<file path="src/rtl/hilo_divider_pkg.sv">
// Shared CPU definitions for the HI/LO divider: FSM state encodings and default width.
package hilo_divider_pkg;

    typedef enum logic [1:0] {
        IDLE = 2'd0,
        RUN  = 2'd1,
        DONE = 2'd2
    } state_t;

    localparam int unsigned WIDTH_DEFAULT = 32;

endpackage

</file>
<file path="src/rtl/hilo_divider_div_step.sv">
// One restoring-division iteration: shift {remainder, quotient} left, trial-subtract, restore or keep.
module hilo_divider_div_step
    import hilo_divider_pkg::*;
#(
    parameter int unsigned width = WIDTH_DEFAULT
) (
    input  logic [width-1:0] rem,
    input  logic [width-1:0] quo,
    input  logic [width-1:0] divisor,
    output logic [width-1:0] rem_next,
    output logic [width-1:0] quo_next
);

    logic [width:0] shifted;
    logic [width:0] diff;

    always_comb begin
        shifted  = {rem, quo[width-1]};
        diff     = shifted - {1'b0, divisor};
        // Borrow out of the width+1-bit subtract means the trial went negative.
        if (!diff[width]) begin
            rem_next = diff[width-1:0];
            quo_next = {quo[width-2:0], 1'b1};
        end else begin
            rem_next = shifted[width-1:0];
            quo_next = {quo[width-2:0], 1'b0};
        end
    end

endmodule

</file>
<file path="src/rtl/hilo_divider.sv">
// Multi-cycle restoring divider for MIPS DIV/DIVU; one quotient bit per cycle, one-cycle write strobe to HI/LO.
module hilo_divider
    import hilo_divider_pkg::*;
#(
    parameter int unsigned width = WIDTH_DEFAULT
) (
    input  logic             Clock,
    input  logic             Reset,
    input  logic             Start,
    input  logic             Signed,
    input  logic [width-1:0] A,
    input  logic [width-1:0] B,
    output logic             Busy,
    output logic [width-1:0] Quotient,
    output logic [width-1:0] Remainder,
    output logic             WriteEnable
);

    localparam int unsigned CW = $clog2(width);

    state_t state;
    state_t state_next;

    logic [CW-1:0]    count;
    logic             signed_l;
    logic             sign_a;
    logic             sign_b;
    logic             zero_div;
    logic [width-1:0] a_orig;
    logic [width-1:0] b_mag;
    logic [width-1:0] rem;
    logic [width-1:0] quo;
    logic [width-1:0] rem_next;
    logic [width-1:0] quo_next;
    logic [width-1:0] q_fix;
    logic [width-1:0] r_fix;
    logic             last;

    assign last = (count == CW'(width - 1));

    hilo_divider_div_step #(.width(width)) u_step (
        .rem      (rem),
        .quo      (quo),
        .divisor  (b_mag),
        .rem_next (rem_next),
        .quo_next (quo_next)
    );

    always_ff @(posedge Clock) begin
        if (Reset) state <= IDLE;
        else       state <= state_next;
    end

    always_comb begin
        state_next  = state;
        Busy        = 1'b0;
        WriteEnable = 1'b0;
        case (state)
            IDLE: if (Start) state_next = RUN;
            RUN: begin
                Busy = 1'b1;
                if (last) state_next = DONE;
            end
            DONE: begin
                WriteEnable = 1'b1;
                state_next  = Start ? RUN : IDLE;
            end
            default: state_next = IDLE;
        endcase
    end

    // Final fix-up applied to the last iteration's magnitudes as they are registered.
    always_comb begin
        q_fix = quo_next;
        r_fix = rem_next;
        if (zero_div) begin
            q_fix = '1;
            r_fix = a_orig;
        end else if (signed_l) begin
            q_fix = (sign_a ^ sign_b) ? -quo_next : quo_next;
            r_fix = sign_a ? -rem_next : rem_next;
        end
    end

    always_ff @(posedge Clock) begin
        if (Reset) begin
            count     <= '0;
            signed_l  <= 1'b0;
            sign_a    <= 1'b0;
            sign_b    <= 1'b0;
            zero_div  <= 1'b0;
            a_orig    <= '0;
            b_mag     <= '0;
            rem       <= '0;
            quo       <= '0;
            Quotient  <= '0;
            Remainder <= '0;
        end else begin
            case (state)
                IDLE, DONE: begin
                    if (Start) begin
                        signed_l <= Signed;
                        sign_a   <= A[width-1];
                        sign_b   <= B[width-1];
                        zero_div <= (B == '0);
                        a_orig   <= A;
                        quo      <= (Signed && A[width-1]) ? -A : A;
                        b_mag    <= (Signed && B[width-1]) ? -B : B;
                        rem      <= '0;
                        count    <= '0;
                    end
                end
                RUN: begin
                    rem   <= rem_next;
                    quo   <= quo_next;
                    count <= count + 1'b1;
                    if (last) begin
                        Quotient  <= q_fix;
                        Remainder <= r_fix;
                    end
                end
                default: ;
            endcase
        end
    end

endmodule

</file>
<file path="config.mk">
export PLATFORM = sky130hd
export DESIGN_NAME = hilo_divider
export DESIGN_NICKNAME = d
export VERILOG_FILES = /design/src/rtl/hilo_divider_pkg.sv /design/src/rtl/hilo_divider_div_step.sv /design/src/rtl/hilo_divider.sv
export SDC_FILE = /design/constraint.sdc
export NUM_CORES = 1
export LEC_CHECK = 0
export CAP_MARGIN = 20
export CORE_MARGIN = 5
export CORE_UTILIZATION = 55
export CTS_CLUSTER_DIAMETER = 120
export CTS_CLUSTER_SIZE = 14
export DETAILED_ROUTE_END_ITERATION = 10
export PLACE_DENSITY = 0.78
export SLEW_MARGIN = 25
export SYNTH_ARGS = -nofsm -noshare
export SYNTH_HDL_FRONTEND = slang
export SYNTH_SLANG_ARGS = --single-unit
</file>
<file path="constraint.sdc">
create_clock -name Clock -period 7.37 [get_ports Clock]
set_clock_uncertainty 0.1 [all_clocks]
set_input_delay 1.1055 -clock Clock [delete_from_list [all_inputs] [get_ports Clock]]
set_output_delay 1.1055 -clock Clock [all_outputs]
set_load 0.005 [all_outputs]
</file>
==> results of run 1 <==
==> cell families (layout without fill, tap and decap cells) <==
| group | Yosys count | count (layout) |
|---|---|---|
| and+or+nand+nor | 686 | 686 |
| AOI/OAI and AO/OA | 503 | 503 |
| DFF | 202 | 202 |
| buffers and inverters | 169 | 221 |
| xor gates and xnor gates | 129 | 129 |
| adders and majority gates | 39 | 39 |
| muxes | 22 | 22 |
==> Yosys cell counts (12+ instances only) <==
| master | n |
|---|---|
| nand2_1 | 247 |
| nor2_1 | 232 |
| dfxtp_1 | 202 |
| a21oi_1 | 164 |
| clkbuf_1 | 86 |
| o21ai_0 | 70 |
| xor2_1 | 68 |
| xnor2_1 | 61 |
| a211oi_1 | 60 |
| inv_1 | 54 |
| a22oi_1 | 49 |
| ha_1 | 38 |
| nor3_1 | 34 |
| or3_1 | 27 |
| mux2i_1 | 21 |
| nor4_1 | 21 |
| o211ai_1 | 21 |
| nand3_1 | 20 |
| a31oi_1 | 18 |
| o21ai_1 | 17 |
| nand2b_1 | 14 |
| and2_1 | 13 |
| nand4_1 | 13 |
| a311oi_1 | 12 |
| buf_2 | 12 |
==> cell usage in the layout (no fill, tap or decap), types with 53 or more instances in the layout <==
master and n:
a21oi_1 164, nand2_1 247, dfxtp_1 201, nor2_1 230, xnor2_1 61, clkdlybuf4s50_1 132, xor2_1 68, a211oi_1 60
inv_1 53, o21ai_0 70
==> routing by layer <==
metal / global-route usage [%] / share of wire (%)
met4: 7.09 / 2.4
met5: 0 / 0.031
met1: 43.1 / 44
met3: 7.00 / 10
met2: 45.6 / 43
==> worst max-delay path, cell delays in order (launching register included) <==
cell and delay, ns:
dfxtp_1 0.38, inv_1 0.07, ha_1 0.24, fa_1 0.42, nand2b_1 0.22, a21oi_4 0.24
o21ai_4 0.12, o21ai_4 0.24, a32o_2 0.46, nor2_2 0.10, inv_2 0.15, nor2_1 0.05
a21oi_1 0.23, ha_1 0.26, nand2_1 0.06, or4_1 0.40, nor4_1 0.42, a41oi_1 0.11
or3_1 0.42, nor3_2 0.24, nor3_1 0.08, o311ai_1 0.31, a21oi_1 0.13
==> through the flow <==
step	instances	power, W	worst slack [ns]
2_1_floorplan	1750	0.00534	2.20
3_3_place_gp	2101	0.00654	2.08
3_5_place_dp	2101	0.00655	1.94
4_1_cts	2121	0.00744	1.85
5_1_grt	2121	0.00803	1.39
6_report	2121	0.00758	1.77
==> flip-flops by register name (all words and copies together), names as in the netlist <==
signal / count
Quotient: 32
Remainder: 32
a_orig: 31
b_mag: 32
count: 5
quo: 32
rem: 32
sign_a: 1
sign_b: 1
signed_l: 1
state: 2
zero_div: 1
==> layout make-up <==
cell class / count / area (um2) / area share [%]
clock inverter: 1 / 8.76 / 0.0587
multi-input combinational: 1379 / 8360 / 56.0
clock buffer: 19 / 475 / 3.19
timing repair buffer: 146 / 1430 / 9.58
inverter: 55 / 206 / 1.38
sequential: 202 / 4050 / 27.1
tap: 319 / 399 / 2.67
==> power breakdown <==
group	internal [W]	switching, W	leakage, nW
Clock	0.000457	0.000408	0.239
Combinational	0.00191	0.00348	3.52
Sequential	0.00119	0.000137	1.65
==> worst paths after layout <==
kind                          start                    endpoint  slack, ns  cells after the start
min          b_mag[25]$_SDFFE_PP0P_      b_mag[25]$_SDFFE_PP0P_       0.35                      2
max reg2reg    quo[31]$_SDFFE_PP0P_  Remainder[26]$_SDFFE_PP0P_       1.77                     22
max            quo[31]$_SDFFE_PP0P_  Remainder[26]$_SDFFE_PP0P_       1.77                     22
min reg2reg  b_mag[25]$_SDFFE_PP0P_      b_mag[25]$_SDFFE_PP0P_       0.35                      2
==> run metrics, run 1 <==
Max Root-Sink Buffers 3; ratio of cells with drive above 1 in the final layout under 10%; Initial DRC Count between 1,500 and 2,000; routed vias/inst just over 6; worst skew pair latency 0.50 ns; Sum Neg Setup Slack 0 ns; xor and xnor fraction of the mapped netlist area 8.65%; DRT Pass-1 Iters 6; Critical Path RT 7.60 ns; PD cells 508 mW/mm2; Util after Layout 63.8%; CTS H-tree depth 1; CP arrival 5.83 ns; Root Driver clkbuf_16; Post-CTS Hold Buffers 0; number of synthesized flops with an enable pin 0; Pleak 5.41 nW; gpl congestion 0.968; final-report hold violation count 0; #FFs+latches synth 202; final instance area 0.0149 mm2; Most used DFF post-synth dfxtp_1; Startpoint Class register; Finish-stage setup viols 0; max_cap viols 0; dpl hpwl 30.7 mm; Site Rows 56; drt total wl a little over 40 mm; RSZ-0062 raised after global routing false; IO Port Bufs 133; Distinct cells, synth between 80 and 90; Die Y between 150 and 200 um; Cells after Synth 1,750; Die ar. between 0.02 and 0.03 mm2; WS Path Type reg2reg; cts bufs inserted 18; crit path time final around 5.6 ns; worst vdd ir 0.456 mV; setup bufs post-CTS 0; largest family of logic cells by synthesized area compound AO/OA/AOI/OAI gates; Clk pin slew, worst setup/hold paths 0.07 ns; post-synth net total 1,857; worst slew pin tran 1.06 ns; Diodes inserted 0; vias in the first global route between 10,000 and 15,000; nets 1,909; Worst Path Max Fanout 17; Max Slew Vio Count 0; CTS tree built; compound-gate portion of the synthesized area 25.5%; total number of vias 12,968; post-synth top area cell dfxtp_1; FFs w/ async S/R, synth 0%; Initial Util between 50% and 60%; DRT antenna net count 0; GRT Overall Usage between 20 and 30%; Simple-Gate Fraction of Synth Area between 20% and 30%; Area contributors post-synth dfxtp_1 31%, nand2_1 7.1%, nor2_1 6.7%, a21oi_1 6.3%, xor2_1 4.6%; Worst slew margin 29.6%; post-synthesis adder-cell area fraction 3.79%; Avg WL per Cell 19.6 um; sequential area share after synthesis 30.9%; Yosys warnings 0; I/O pin total between 100 and 150; period utilization 76.0%; first-pass GRT wire length around 65 mm; worst hold-check path type reg2reg; initial antenna violation count 1; Netlist Area Pre-Place 0.0131 mm2; Syn Area/Cell roughly 7.5 um2; Max Fclk roughly 0.18 GHz; P&R area growth vs syn 14.2%; CORE AREA 0.0234 mm2; status complete, no violations; post-synthesis mux area share 1.69%; # fillers approximately 2,200; DRC Markers 0; area share of the largest cell type after synthesis roughly 31%; number of clock sinks 202; global route total overflow 0; CTS-repair resized insts 0; Hold Slack 0.352 ns; die width 164 um; Crit. End Element register; largest net degree at the start of global routing between 100 and 150; Placement Cell Area 0.0144 mm2
(Power assumes the default switching activity.)
==> run 2, diff against run 1 <==
==> constraint.sdc (replaced) <==
create_clock -name Clock -period 5.64 [get_ports Clock]
set_clock_uncertainty 0.1 [all_clocks]
set_input_delay 0.846 -clock Clock [delete_from_list [all_inputs] [get_ports Clock]]
set_output_delay 0.846 -clock Clock [all_outputs]
set_load 0.005 [all_outputs]
==> run metrics, run 2 (synthesis gave the netlist of run 1 again) <==
DRT Pass-1 Iters 6 (unchanged); CP arrival 5.42 ns (-0.41 ns); CTS-repair resized insts 0 (unchanged); Startpoint Class register; Sum Neg Setup Slack 0 ns (unchanged); DRT antenna net count 0 (unchanged); most frequent cells in the layout 247 x nand2_1, 230 x nor2_1, 201 x dfxtp_1; crit-path max cell delay 0.43 ns (-0.03 ns); Initial Util 55.8% (unchanged); Finish-stage setup viols 0 (unchanged); period utilization 91.8% (+16 points); Crit. End Element register; Critical Path RT 5.88 ns (-1.72 ns); global route total overflow 0 (unchanged); GRT Overall Usage 29.6% (-0.40 points); # fillers 2,160 (-0.60%); dpl hpwl 30.9 mm (+0.54%); worst hold-check path type reg2reg; Post-CTS Hold Buffers 0 (unchanged); CORE AREA 0.0234 mm2 (unchanged); drt total wl 41.0 mm (-1.3%); Max Root-Sink Buffers 3 (unchanged); Max Slew Vio Count 0 (unchanged); die width 164 um (unchanged); Pleak 5.44 nW (+0.63%); worst skew pair latency 0.49 ns (about the same); WS Path Type reg2reg; first-pass GRT wire length 64.4 mm (-0.85%); Root Driver clkbuf_16; P&R area growth vs syn 14.6%; gpl congestion 1.00 (+3.4%); RSZ-0062 raised after global routing false; Worst Path Max Fanout 7 (-10); worst vdd ir 0.588 mV (+29%); largest net degree at the start of global routing 118 (+8.3%); CTS H-tree depth 1 (unchanged); Register Area 0.00405 mm2 (unchanged); number of clock sinks 202 (unchanged); Post-Layout Cell Count 2,128 (+0.33%); area of the multi-input gates 0.00835 mm2 (about the same); PD cells 664 mW/mm2 (+31%); Site Rows 56 (unchanged); Max Fclk 0.193 GHz (+8.1%); Die Y 164 um (unchanged); ratio of cells with drive above 1 in the final layout 5.09% (+0.31 points); Slowest cell on crit path fa_1; total number of vias 13,069 (+0.78%); Avg WL per Cell 19.3 um (-1.6%); max_cap viols 0 (unchanged); DRC Markers 0 (unchanged); crit path time final 5.18 ns (-0.421 ns); setup bufs post-CTS 0 (unchanged); worst slew pin tran 1.04 ns (-0.0146 ns); I/O pin total 134 (unchanged); worst r2r path cells 22 (unchanged); final-report hold violation count 0 (unchanged); Hold Path Depth 2 (unchanged); routed vias/inst 6.14 (+0.45%); placed cells 2,108 (+0.33%); nets 1,916 (+0.37%); critical path, cell by cell inv_1 -> ha_1 -> fa_1 -> nand2b_1 -> a21oi_4 -> o21ai_4 -> o21ai_4 -> a32o_2 -> nor2_2 -> inv_2 -> nor2_1 -> a21oi_1 -> ha_1 -> nand2_1 -> or4_1 -> nor4_2 -> a41oi_1 -> or3_1 -> nor3_2 -> nor3_1 -> o311ai_1 -> a21oi_1; vias in the first global route 11,916 (-0.45%); initial antenna violation count 0 (-1); commonest non-fill, non-tap cell in the layout nand2_1; Clk pin slew, worst setup/hold paths 0.07 ns (about the same); status complete, no violations; Worst slew margin 30.6% (+0.97 points); IO Port Bufs 133 (unchanged); CTS tree built; cts bufs inserted 18 (unchanged); Die ar. 0.0269 mm2 (unchanged); Diodes inserted 0 (unchanged); Initial DRC Count 1,184 (-22%)
run 2: cell types whose count changed in the layout (fill, tap and decap cells not counted):
cell    before  now
nor4_2       4    3
nor4_1      19   20
buf_4       13   20
run 2: stage by stage:
stage	hold WS (ns)	total power [W]	util, %	cell area (um2)	setup WS, ns
floorplan	0.331	0.00698	-	13100	0.473
global placement	0.341	0.00851	61.9	14500	0.695
detailed placement	0.346	0.00859	61.9	14500	0.429
CTS	0.355	0.00974	63.9	15000	0.444
global route	0.366	0.0106	64.0	15000	0.0623
finish	0.354	0.00994	64.0	15000	0.460
run 2: routing by layer:
layer	wire length [um]	global-route usage [%]	up-vias
met1	18200	42.8	6113
met2	17500	43.8	558
met5	0	0	-
met3	3900	6.35	91
li1	-	-	6307
met4	1350	9.80	0
run 2: worst max-delay path: cells and delay by family (launching register included):
kind,cells,cell delay [ns]
AND/OR/NAND/NOR,9,1.79
buffers and inverters,2,0.20
AO/OA/AOI/OAI,8,1.62
flip-flops,1,0.38
adder cells (fa/ha/maj),3,0.94
run 2: area by class of cell:
cell class,count,area share [%]
multi-input cells,1379,55.8
flip-flops and latches,202,27.0
repair buffers,153,9.90
clock buffers,19,3.18
well taps,319,2.67
inverters,55,1.38
clock inverters,1,0.0585
run 2: where the power goes:
| group | internal (W) | switching [W] |
|---|---|---|
| sequential | 0.00156 | 0.000170 |
| combinational | 0.00252 | 0.00455 |
| clock | 0.000598 | 0.000539 |
| total | 0.00467 | 0.00526 |
run 2: worst paths after layout:
| kind | from | end | slack [ns] |
|---|---|---|---|
| hold / removal | b_mag[26]$_SDFFE_PP0P_ | b_mag[26]$_SDFFE_PP0P_ | 0.35 |
| hold reg to reg | b_mag[26]$_SDFFE_PP0P_ | b_mag[26]$_SDFFE_PP0P_ | 0.35 |
| setup reg to reg | quo[31]$_SDFFE_PP0P_ | Remainder[26]$_SDFFE_PP0P_ | 0.46 |
| setup / recovery | quo[31]$_SDFFE_PP0P_ | Remainder[26]$_SDFFE_PP0P_ | 0.46 |
